**config.mk**
```make
export PLATFORM = sky130hd
export DESIGN_NAME = sparc_window_decoder_flat
export DESIGN_NICKNAME = d
export VERILOG_FILES = /design/src/rtl/sparc_window_decoder_if.sv /design/src/rtl/sparc_window_decoder.sv /design/src/flat_wrapper.sv
export SDC_FILE = /design/constraint.sdc
export NUM_CORES = 1
export LEC_CHECK = 0
export BUFFER_PORTS_ARGS = -buffer_cell sky130_fd_sc_hd__buf_4
export CAP_MARGIN = 20
export CORE_MARGIN = 3
export CORE_UTILIZATION = 32
export CTS_BUF_LIST = sky130_fd_sc_hd__clkbuf_8 sky130_fd_sc_hd__clkbuf_16
export DETAILED_ROUTE_END_ITERATION = 10
export PLACE_DENSITY_LB_ADDON = 0.1
export SLEW_MARGIN = 0
export SYNTH_ARGS = -nofsm -noshare
export SYNTH_HDL_FRONTEND = slang
export SYNTH_SLANG_ARGS = --single-unit
export TNS_END_PERCENT = 10
```
**constraint.sdc**
```tcl
create_clock -name Clk -period 5.2 [get_ports Clk]
set_input_delay 0.52 -clock Clk [delete_from_list [all_inputs] [get_ports Clk]]
set_output_delay 0.52 -clock Clk [all_outputs]
set_load 0.005 [all_outputs]
```
**src/rtl/sparc_window_decoder_if.sv**
```systemverilog
// Register-select decoder bus: decode request, window control and results.
// master = instruction-decode side, slave = the decoder itself.
interface sparc_window_decoder_if #(
    parameter int NWINDOWS = 4,
    parameter int CW       = (NWINDOWS <= 2) ? 1 : $clog2(NWINDOWS),
    parameter int NPHYS    = 8 + 16 * NWINDOWS
);
    logic                Ld;
    logic [4:0]          RegIn;
    logic                Save;
    logic                Restore;
    logic                WrCwp;
    logic [CW-1:0]       CwpIn;
    logic                LdWim;
    logic [NWINDOWS-1:0] WimIn;
    logic [NPHYS-1:0]    Sel;
    logic                SelValid;
    logic [CW-1:0]       Cwp;
    logic [NWINDOWS-1:0] Wim;
    logic                OvfTrap;
    logic                UnfTrap;
    logic                IllegalOp;

    modport master (
        output Ld, RegIn, Save, Restore, WrCwp, CwpIn, LdWim, WimIn,
        input  Sel, SelValid, Cwp, Wim, OvfTrap, UnfTrap, IllegalOp
    );

    modport slave (
        input  Ld, RegIn, Save, Restore, WrCwp, CwpIn, LdWim, WimIn,
        output Sel, SelValid, Cwp, Wim, OvfTrap, UnfTrap, IllegalOp
    );
endinterface

```
**src/rtl/sparc_window_decoder.sv**
```systemverilog
// SPARC windowed register-file select decoder.
// Maps a logical register r0..r31 relative to the current window pointer onto
// a registered one-hot physical select, and owns CWP, WIM and window traps.
module sparc_window_decoder #(
    parameter int NWINDOWS = 4,
    parameter int R0_ZERO  = 1,
    localparam int CW      = (NWINDOWS <= 2) ? 1 : $clog2(NWINDOWS),
    localparam int NPHYS   = 8 + 16 * NWINDOWS
) (
    input  logic Clk,
    input  logic Rst_n,
    sparc_window_decoder_if.slave bus
);

    localparam logic [CW-1:0] LAST_WIN = CW'(NWINDOWS - 1);

    logic [NPHYS-1:0]    sel_q;
    logic                sel_valid_q;
    logic [CW-1:0]       cwp_q;
    logic [NWINDOWS-1:0] wim_q;
    logic                ovf_q;
    logic                unf_q;
    logic                ill_q;

    logic [CW-1:0]       cwp_dec;
    logic [CW-1:0]       cwp_inc;
    logic [CW-1:0]       cwp_next;
    logic                ovf_next;
    logic                unf_next;
    logic                ill_next;
    logic                cwp_in_ok;
    logic [NPHYS-1:0]    sel_next;
    int                  phys_idx;

    // Neighbouring windows with wrap-around; cwp_inc also locates the ins,
    // which alias the outs of the next window up.
    always_comb begin
        cwp_dec   = (cwp_q == '0) ? LAST_WIN : cwp_q - CW'(1);
        cwp_inc   = (cwp_q == LAST_WIN) ? '0 : cwp_q + CW'(1);
        cwp_in_ok = int'(bus.CwpIn) < NWINDOWS;
    end

    // Logical-to-physical mapping, always from the pre-edge window pointer.
    always_comb begin
        phys_idx = 0;
        sel_next = '0;
        if (bus.RegIn < 5'd8) begin
            phys_idx = int'(bus.RegIn);
        end else if (bus.RegIn < 5'd24) begin
            phys_idx = 16 * int'(cwp_q) + int'(bus.RegIn);
        end else begin
            phys_idx = 16 * int'(cwp_inc) + int'(bus.RegIn) - 16;
        end
        if (!(R0_ZERO != 0 && bus.RegIn == 5'd0)) begin
            sel_next = NPHYS'(1) << phys_idx;
        end
    end

    // Window pointer control: conflict, direct write, SAVE, RESTORE in that order.
    always_comb begin
        cwp_next = cwp_q;
        ovf_next = 1'b0;
        unf_next = 1'b0;
        ill_next = 1'b0;
        if (bus.Save && bus.Restore) begin
            ill_next = 1'b1;
        end else if (bus.WrCwp) begin
            if (cwp_in_ok) begin
                cwp_next = bus.CwpIn;
            end else begin
                ill_next = 1'b1;
            end
        end else if (bus.Save) begin
            if (wim_q[cwp_dec]) begin
                ovf_next = 1'b1;
            end else begin
                cwp_next = cwp_dec;
            end
        end else if (bus.Restore) begin
            if (wim_q[cwp_inc]) begin
                unf_next = 1'b1;
            end else begin
                cwp_next = cwp_inc;
            end
        end
    end

    // All state and pulse outputs register here; reset clears everything at once.
    always_ff @(posedge Clk or negedge Rst_n) begin
        if (!Rst_n) begin
            sel_q       <= '0;
            sel_valid_q <= 1'b0;
            cwp_q       <= '0;
            wim_q       <= '0;
            ovf_q       <= 1'b0;
            unf_q       <= 1'b0;
            ill_q       <= 1'b0;
        end else begin
            sel_q       <= bus.Ld ? sel_next : '0;
            sel_valid_q <= bus.Ld && (sel_next != '0);
            cwp_q       <= cwp_next;
            if (bus.LdWim) begin
                wim_q <= bus.WimIn;
            end
            ovf_q       <= ovf_next;
            unf_q       <= unf_next;
            ill_q       <= ill_next;
        end
    end

    assign bus.Sel       = sel_q;
    assign bus.SelValid  = sel_valid_q;
    assign bus.Cwp       = cwp_q;
    assign bus.Wim       = wim_q;
    assign bus.OvfTrap   = ovf_q;
    assign bus.UnfTrap   = unf_q;
    assign bus.IllegalOp = ill_q;

endmodule
```
**src/flat_wrapper.sv**
```systemverilog
// flat-port wrapper written by rule: the top's interface ports become plain ports
module sparc_window_decoder_flat 
#(
    parameter int NWINDOWS = 4,
    parameter int R0_ZERO  = 1,
    localparam int CW      = (NWINDOWS <= 2) ? 1 : $clog2(NWINDOWS),
    localparam int NPHYS   = 8 + 16 * NWINDOWS
)
  (Clk, Rst_n, bus_Ld, bus_RegIn, bus_Save, bus_Restore, bus_WrCwp, bus_CwpIn, bus_LdWim, bus_WimIn, bus_Sel, bus_SelValid, bus_Cwp, bus_Wim, bus_OvfTrap, bus_UnfTrap, bus_IllegalOp);
  sparc_window_decoder_if #(.NWINDOWS(NWINDOWS)) bus_i ();
  input  logic Clk;
  input  logic Rst_n;
  input wire logic [$bits(bus_i.Ld)-1:0] bus_Ld;
  input wire logic [$bits(bus_i.RegIn)-1:0] bus_RegIn;
  input wire logic [$bits(bus_i.Save)-1:0] bus_Save;
  input wire logic [$bits(bus_i.Restore)-1:0] bus_Restore;
  input wire logic [$bits(bus_i.WrCwp)-1:0] bus_WrCwp;
  input wire logic [$bits(bus_i.CwpIn)-1:0] bus_CwpIn;
  input wire logic [$bits(bus_i.LdWim)-1:0] bus_LdWim;
  input wire logic [$bits(bus_i.WimIn)-1:0] bus_WimIn;
  output wire logic [$bits(bus_i.Sel)-1:0] bus_Sel;
  output wire logic [$bits(bus_i.SelValid)-1:0] bus_SelValid;
  output wire logic [$bits(bus_i.Cwp)-1:0] bus_Cwp;
  output wire logic [$bits(bus_i.Wim)-1:0] bus_Wim;
  output wire logic [$bits(bus_i.OvfTrap)-1:0] bus_OvfTrap;
  output wire logic [$bits(bus_i.UnfTrap)-1:0] bus_UnfTrap;
  output wire logic [$bits(bus_i.IllegalOp)-1:0] bus_IllegalOp;
  assign bus_i.Ld = bus_Ld;
  assign bus_i.RegIn = bus_RegIn;
  assign bus_i.Save = bus_Save;
  assign bus_i.Restore = bus_Restore;
  assign bus_i.WrCwp = bus_WrCwp;
  assign bus_i.CwpIn = bus_CwpIn;
  assign bus_i.LdWim = bus_LdWim;
  assign bus_i.WimIn = bus_WimIn;
  assign bus_Sel = bus_i.Sel;
  assign bus_SelValid = bus_i.SelValid;
  assign bus_Cwp = bus_i.Cwp;
  assign bus_Wim = bus_i.Wim;
  assign bus_OvfTrap = bus_i.OvfTrap;
  assign bus_UnfTrap = bus_i.UnfTrap;
  assign bus_IllegalOp = bus_i.IllegalOp;
  sparc_window_decoder #(.NWINDOWS(NWINDOWS), .R0_ZERO(R0_ZERO)) u_core (.Clk(Clk), .Rst_n(Rst_n), .bus(bus_i));
endmodule
```
==> results of run 1 <==
metrics by stage:
step,worst slack (ns),total power [W]
floorplan,2.19,0.00113
global placement,1.85,0.00132
detailed placement,1.74,0.00131
CTS,1.74,0.00175
global route,1.47,0.00187
finish,1.77,0.00174
worst max-delay path: stages (launching register included):
cell	delay [ns]
dfrtp_1	0.49
ha_1	0.28
nor2_1	0.32
nand2_1	0.12
ha_1	0.28
inv_1	0.04
ha_1	0.17
ha_1	0.20
a21bo_2	0.19
a31oi_1	0.49
nand3_1	0.40
nor4_1	0.35
worst paths after layout:
kind / from / slack [ns] / end
worst max register to register: u_core.bus.Cwp[0] / 1.77 / u_core.bus.Sel[31]
worst max-delay path: u_core.bus.Cwp[0] / 1.77 / u_core.bus.Sel[31]
worst min-delay path: Rst_n / 0.07 / u_core.bus.Sel[0]
min in group Clk: bus_Restore / 0.36 / u_core.bus.OvfTrap
max in group asynchronous: Rst_n / 4.55 / u_core.bus.Sel[28]
worst min register to register: u_core.bus.Wim[0] / 0.57 / u_core.bus.Wim[0]
logic make-up (layout without fill, tap and decap cells):
group,count (synthesis),in the layout,share of synthesized area
mux,8,8,0.0323
buf+inv,26,127,0.0304
simple gates,156,156,0.225
fa+ha+maj,9,9,0.0319
compound gates,34,34,0.0783
flops,82,82,0.594
xor+xnor,3,3,0.00761
synth_stat cells, drive strengths merged (2+ instances only):
library cell / count / area share
or3: 4 / 0.0087
nand2: 28 / 0.033
clkbuf: 9 / 0.0098
nand4: 2 / 0.0036
o21ai: 3 / 0.0043
a21oi: 7 / 0.010
dfrtp: 82 / 0.59
a211oi: 3 / 0.0065
nand2b: 3 / 0.0054
nor4: 8 / 0.014
o2bb2ai: 2 / 0.0051
inv: 10 / 0.011
o2111ai: 2 / 0.0051
a31oi: 2 / 0.0080
mux2: 5 / 0.016
nand3: 6 / 0.0087
xnor2: 2 / 0.0051
ha: 8 / 0.029
nor3: 20 / 0.036
o21a: 2 / 0.0043
nor2b: 2 / 0.0036
nand4b: 2 / 0.0051
mux4: 2 / 0.013
o211ai: 3 / 0.0065
nor2: 67 / 0.076
or2: 5 / 0.0091
buf: 7 / 0.0098
power by group through the flow:
stage	logic (W)	clock network [W]	registers [W]
4_1_cts	0.000618	0.000447	0.000689
6_report	0.000620	0.000435	0.000688
3_3_place_gp	0.000615	0	0.000701
3_5_place_dp	0.000613	0	0.000702
5_1_grt	0.000695	0.000481	0.000693
2_1_floorplan	0.000435	0	0.000699
metal layers:
metal | part of all wire | GRT usage | vias to the layer above
met3 | 0.075 | 0.0382 | 4
met4 | 0.0062 | 0.0356 | 0
met5 | 0 | 0 | -
li1 | - | - | 1280
met2 | 0.47 | 0.241 | 94
met1 | 0.45 | 0.209 | 1262
layout by cell type (no fill, tap or decap), types with 4 or more instances in the layout:
cell and instances:
clkbuf_8 10, nand3_1 6, dfrtp_1 82, a21oi_1 7, nor2_1 63, nor3_1 18, buf_4 100, nand2_1 27
mux2_2 5, ha_1 8, nor2_2 4, or2_2 4, nor4_1 8, inv_1 10
final cells by class:
type / count / area (µm²)
fill: 1026 / 5900
sequential: 82 / 2050
multi-input combinational: 210 / 1290
timing repair buffer: 101 / 778
tap: 136 / 170
clock buffer: 10 / 138
clock inverter: 6 / 50.0
inverter: 10 / 37.5
sequential cells by signal (all words and copies together) (netlist names):
register	flops
u_core.bus.Sel	72
u_core.bus.SelValid	1
u_core.bus.Wim	4
u_core.bus.IllegalOp	1
u_core.bus.OvfTrap	1
u_core.bus.UnfTrap	1
u_core.bus.Cwp	2
==> results.json, run 1 <==
{
  "outcome": "finished, final reports clean",
  "cp.arrival_ns": 3.68,
  "synth_cells": 318,
  "io_pins": 100,
  "syn_area_um2": 3450,
  "syn_nets": 344,
  "worstRegToRegCells": 11,
  "drc": 0,
  "worstHoldPathType": "in -> async",
  "wl_um": 8720,
  "finalSetupViolCount": 0,
  "rows": 37,
  "end_kind": "flop",
  "via_per_inst": 4.76,
  "p_per_area_nw_per_um2": 385,
  "synthFlopType": "dfrtp_1",
  "max-vdd-ir-drop_mv": 0.149,
  "grt_start_max_net_pins": 83,
  "track_usage": 0.152,
  "final_nets": 440,
  "p_int_w": 0.00110,
  "avgSynthCellArea_um2": 10.9,
  "finalClockSkew_ns": 0.00891,
  "whs_ns": 0.0729,
  "start_util": 0.331,
  "cp-start-kind": "flop",
  "vias": 2640,
  "portBuffers": 99,
  "cts-root-buf": "clkbuf_8",
  "final_util": 0.434,
  "fin_cells": 555,
  "cts_max_path_buffers": 2,
  "async_reset_ff_frac": 1.00,
  "crit_required_ns": 5.45,
  "numPlacedInstances": 537,
  "p_comb_frac": 0.356,
  "drt_iter0_markers": 186,
  "ctsResizeCount": 0,
  "rsz0062_at_grt": "false",
  "cts_tree": "built",
  "cts_max_level": 3,
  "critical_path_peak_fanout": 10,
  "clk-insertion-delay-late_ns": 0.34,
  "first_global_vias": 2689,
  "ys_seq_elements": 82,
  "path_clk_slew_ns": 0.09,
  "maxSlewHeadroom": 0.495,
  "seqPwrFrac": 0.395,
  "syn2layout_area_growth_pct": 31.0,
  "dp_hpwl_um": 6160,
  "first_pass_iters": 4,
  "dieHeight_um": 110,
  "fin_crit_sh": 0.659,
  "cts_made_buffers": 9,
  "critical_path_class": "reg -> reg",
  "cts_sinks": 82,
  "post_drt_wl_per_cell_um": 15.7,
  "place_congestion": 0.837,
  "antenna_found_initial": 0,
  "maxCapViolCount": 0,
  "power_frac_clock": 0.249,
  "hold_viol_final": 0,
  "diodes": 0,
  "fp.dieW_um": 110,
  "seq_area_frac_synth": 0.594,
  "yosys_warnings": 0,
  "p_leak_nw": 2.22,
  "drt.antenna.violating_nets": 0,
  "netSwitchingFraction": 0.368,
  "dpl-instance-area_um2": 4300,
  "drive_gt1_frac": 0.339,
  "stdcell_area_um2": 4520,
  "p_switching_w": 0.000641,
  "core_area_um2": 10400,
  "post_synth_num_cell_types": 57,
  "overflow": 0,
  "period_minus_slack_ns": 3.43,
  "fmax_mhz": 292,
  "synth_edf_count": 0,
  "setup_tns_ns": 0,
  "postCtsSetupRepairBufs": 0,
  "worstMarginPinSlew_ns": 0.757,
  "slew_violations": 0,
  "grt_pass1_wl_um": 14100,
  "ctsHoldBuffers": 0,
  "dieArea_um2": 12100
}
Power figures use the tool's default switching activity.
==> inputs of run 2 (changes only) <==
--- a/config.mk
+++ b/config.mk
@@ -5,6 +5,7 @@
 export SDC_FILE = /design/constraint.sdc
 export NUM_CORES = 1
 export LEC_CHECK = 0
+export ABC_AREA = 1
 export BUFFER_PORTS_ARGS = -buffer_cell sky130_fd_sc_hd__buf_4
 export CAP_MARGIN = 20
 export CORE_MARGIN = 3
==> constraint.sdc (replaced) <==
create_clock -name Clk -period 3.5 [get_ports Clk]
set_input_delay 0.35 -clock Clk [delete_from_list [all_inputs] [get_ports Clk]]
set_output_delay 0.35 -clock Clk [all_outputs]
set_load 0.005 [all_outputs]
==> run 2 against run 1 <==
Die area rose by 11%; critical path type unchanged; clock power up 130%; core utilization grew 0.79 points; critical endpoint is now u_core.bus.SelValid; largest cell class unchanged; largest power group is now combinational logic; setup slack lost 1.5 ns; critical path depth is 11 higher.
==> results.json, run 2 <==
{
  "outcome": "finished, final reports clean",
  "cts_tree": "built",
  "largest_reg_flops": 72,
  "yosys-top-cells-count": "nor2_1, dfrtp_1, nand2_1",
  "power_frac_clock": 0.327,
  "first_global_vias": 3385,
  "cp.arrival_ns": 3.50,
  "seq_area_frac_synth": 0.534,
  "netSwitchingFraction": 0.368,
  "p_per_area_nw_per_um2": 592,
  "fin_cells": 690,
  "cts_made_buffers": 9,
  "via_per_inst": 4.94,
  "p_switching_w": 0.00111,
  "syn_area_um2": 3840,
  "portBuffers": 99,
  "fmax_mhz": 310,
  "setup_tns_ns": 0,
  "vias": 3409,
  "avgSynthCellArea_um2": 8.63,
  "place_congestion": 0.897,
  "drc": 0,
  "cts_max_path_buffers": 2,
  "drive_gt1_frac": 0.287,
  "fp.dieW_um": 116,
  "p_total_w": 0.00302,
  "worstMarginPinSlew_ns": 0.634,
  "ys_seq_elements": 82,
  "synth_top_area_share": 0.534,
  "worstPathCellList": "ha_1, nor2_4, inv_1, nor2_1, inv_1, ha_1, inv_1, ha_1, ha_1, nand3_1, nand3_1, nand3_2, nor2_2, buf_6, nand4_1, nand2_1, nor2_2, nand2_1, nor2_1, nand2_1, nor2_1, nor2_1",
  "cp_top_family": "simple AND/OR/NAND/NOR gates",
  "grt_pass1_wl_um": 16900,
  "numPlacedInstances": 667,
  "wl_um": 10600,
  "async_reset_ff_frac": 1.00,
  "cts-root-buf": "clkbuf_16",
  "period_minus_slack_ns": 3.23,
  "crit_required_ns": 3.78,
  "setup_ws_ns": 0.275,
  "synth_area_leaders": "dfrtp_1, nor2_1, nand4_1, nand2_1, ha_1",
  "clk-insertion-delay-late_ns": 0.34,
  "drt.antenna.violating_nets": 0,
  "slowest_delay_ns": 0.38,
  "hold_viol_final": 0,
  "post_synth_num_cell_types": 28,
  "critical_path_peak_fanout": 29,
  "synth_cells": 445,
  "cts_sinks": 82,
  "crit_slowest_cell": "dfrtp_1",
  "maxCapViolCount": 0,
  "layout_common_cells": "buf_4, nor2_1, dfrtp_1",
  "path_clk_slew_ns": 0.07,
  "rows": 39,
  "overflow": 0,
  "slew_violations": 0,
  "critPathBufInv": 4,
  "end_kind": "flop",
  "p_int_w": 0.00191,
  "core_area_um2": 11600,
  "seqPwrFrac": 0.334,
  "synth_edf_count": 0,
  "start_util": 0.332,
  "yosys_warnings": 0,
  "dieArea_um2": 13400,
  "critical_path_class": "reg -> reg",
  "final_common_cell": "buf_4",
  "antenna_found_initial": 0,
  "cp-start-kind": "flop",
  "cts_max_level": 3,
  "finalClockSkew_ns": 0.00946,
  "dieHeight_um": 116,
  "fill_cells": 1170,
  "syn_nets": 471,
  "finalSetupViolCount": 0,
  "worstHoldPathType": "in -> reg",
  "yosysMostFrequentCell": "nor2_1",
  "dpl_worst_slack_ns": 0.0821,
  "drt_iter0_markers": 195,
  "syn2layout_area_growth_pct": 33.0,
  "io_pins": 100,
  "maxSlewHeadroom": 0.577,
  "diodes": 0,
  "first_pass_iters": 5,
  "p_leak_nw": 2.77,
  "post_drt_wl_per_cell_um": 15.4,
  "p_comb_frac": 0.340,
  "grt_start_max_net_pins": 83,
  "final_nets": 568,
  "synthFlopType": "dfrtp_1",
  "max-vdd-ir-drop_mv": 0.381,
  "yosysTopAreaCell": "dfrtp_1",
  "whs_ns": 0.210,
  "dp_hpwl_um": 7350,
  "track_usage": 0.164,
  "fin_crit_sh": 0.922
}
==> run 2: cell count changes after synthesis, sizes merged, moves of 7 or more <==
cell,previous run,this run
buf,7,16
inv,10,29
nand2,28,72
nand3,6,13
nand4,2,61
nor2,67,117
nor3,20,13
==> run 2: final timing paths <==
| check | depth (start not counted) | slack [ns] | endpoint | startpoint |
|---|---|---|---|---|
| min in group asynchronous | 2 | 0.50 | u_core.bus.Sel[42] | Rst_n |
| worst max-delay path | 22 | 0.27 | u_core.bus.SelValid | u_core.bus.Cwp[0] |
| worst min-delay path | 3 | 0.21 | u_core.bus.Wim[3] | bus_WimIn[3] |
| worst min register to register | 1 | 0.58 | u_core.bus.Wim[2] | u_core.bus.Wim[2] |
| worst max register to register | 22 | 0.27 | u_core.bus.SelValid | u_core.bus.Cwp[0] |
| max in group asynchronous | 3 | 2.43 | u_core.bus.Sel[18] | Rst_n |
==> run 2: power by group through the flow <==
stage / Combinational (W) / Sequential [W] / Clock, W
floorplan: 0.000678 / 0.00104 / 0
global placement: 0.000935 / 0.00103 / 0
detailed placement: 0.000957 / 0.00103 / 0
CTS: 0.000959 / 0.00101 / 0.00101
global route: 0.00115 / 0.00101 / 0.00105
finish: 0.00103 / 0.00101 / 0.000988
==> run 2: per-layer routing <==
layer	vias up	global-route usage	share of wire
li1	1679	-	-
met1	1599	0.220	0.46
met2	119	0.259	0.47
met3	12	0.0371	0.060
met4	0	0.0649	0.017
met5	-	0	0
==> run 2: kinds of logic after synthesis <==
| family | share of synthesized area |
|---|---|
| simple gates | 0.339 |
| flops | 0.534 |
| buf+inv | 0.0664 |
| compound gates | 0.0283 |
| fa+ha+maj | 0.0261 |
| mux | 0.00586 |
==> run 2: area by class of cell <==
class                      instances  area (µm²)  area share
sequential                        82        2050       0.402
multi-input combinational        306        1560       0.305
timing repair buffer             114         895       0.175
clock buffer                      10         239      0.0468
tap                              143         179      0.0350
inverter                          29         111      0.0218
clock inverter                     6        73.8      0.0144
==> run 2: stage by stage <==
stage | utilization | cell area (µm²)
3_3_place_gp | 0.405 | 4680
2_1_floorplan | - | 3840
4_1_cts | 0.432 | 4990
6_report | 0.442 | 5110
5_1_grt | 0.442 | 5110
3_5_place_dp | 0.405 | 4680
==> run 2: worst register-to-register path, cell delays in order, from the launching register on <==
cell and delay [ns]:
dfrtp_1 0.38, ha_1 0.23, nor2_4 0.10, inv_1 0.08, nor2_1 0.14, inv_1 0.08, ha_1 0.27, inv_1 0.04
ha_1 0.17, ha_1 0.27, nand3_1 0.09, nand3_1 0.14, nand3_2 0.12, nor2_2 0.18, buf_6 0.25, nand4_1 0.16
nand2_1 0.14, nor2_2 0.06, nand2_1 0.06, nor2_1 0.04, nand2_1 0.06, nor2_1 0.05, nor2_1 0.07
==> run 2: timing repair <==
| item | CTS | global route |
|---|---|---|
| buffers inserted | 0 | 4 |
| setup endpoints to repair | 0 | 1 |
| hold buffers | 0 | 1 |
| hold endpoints to repair | 0 | 31 |
| gates resized for setup | 0 | 7 |
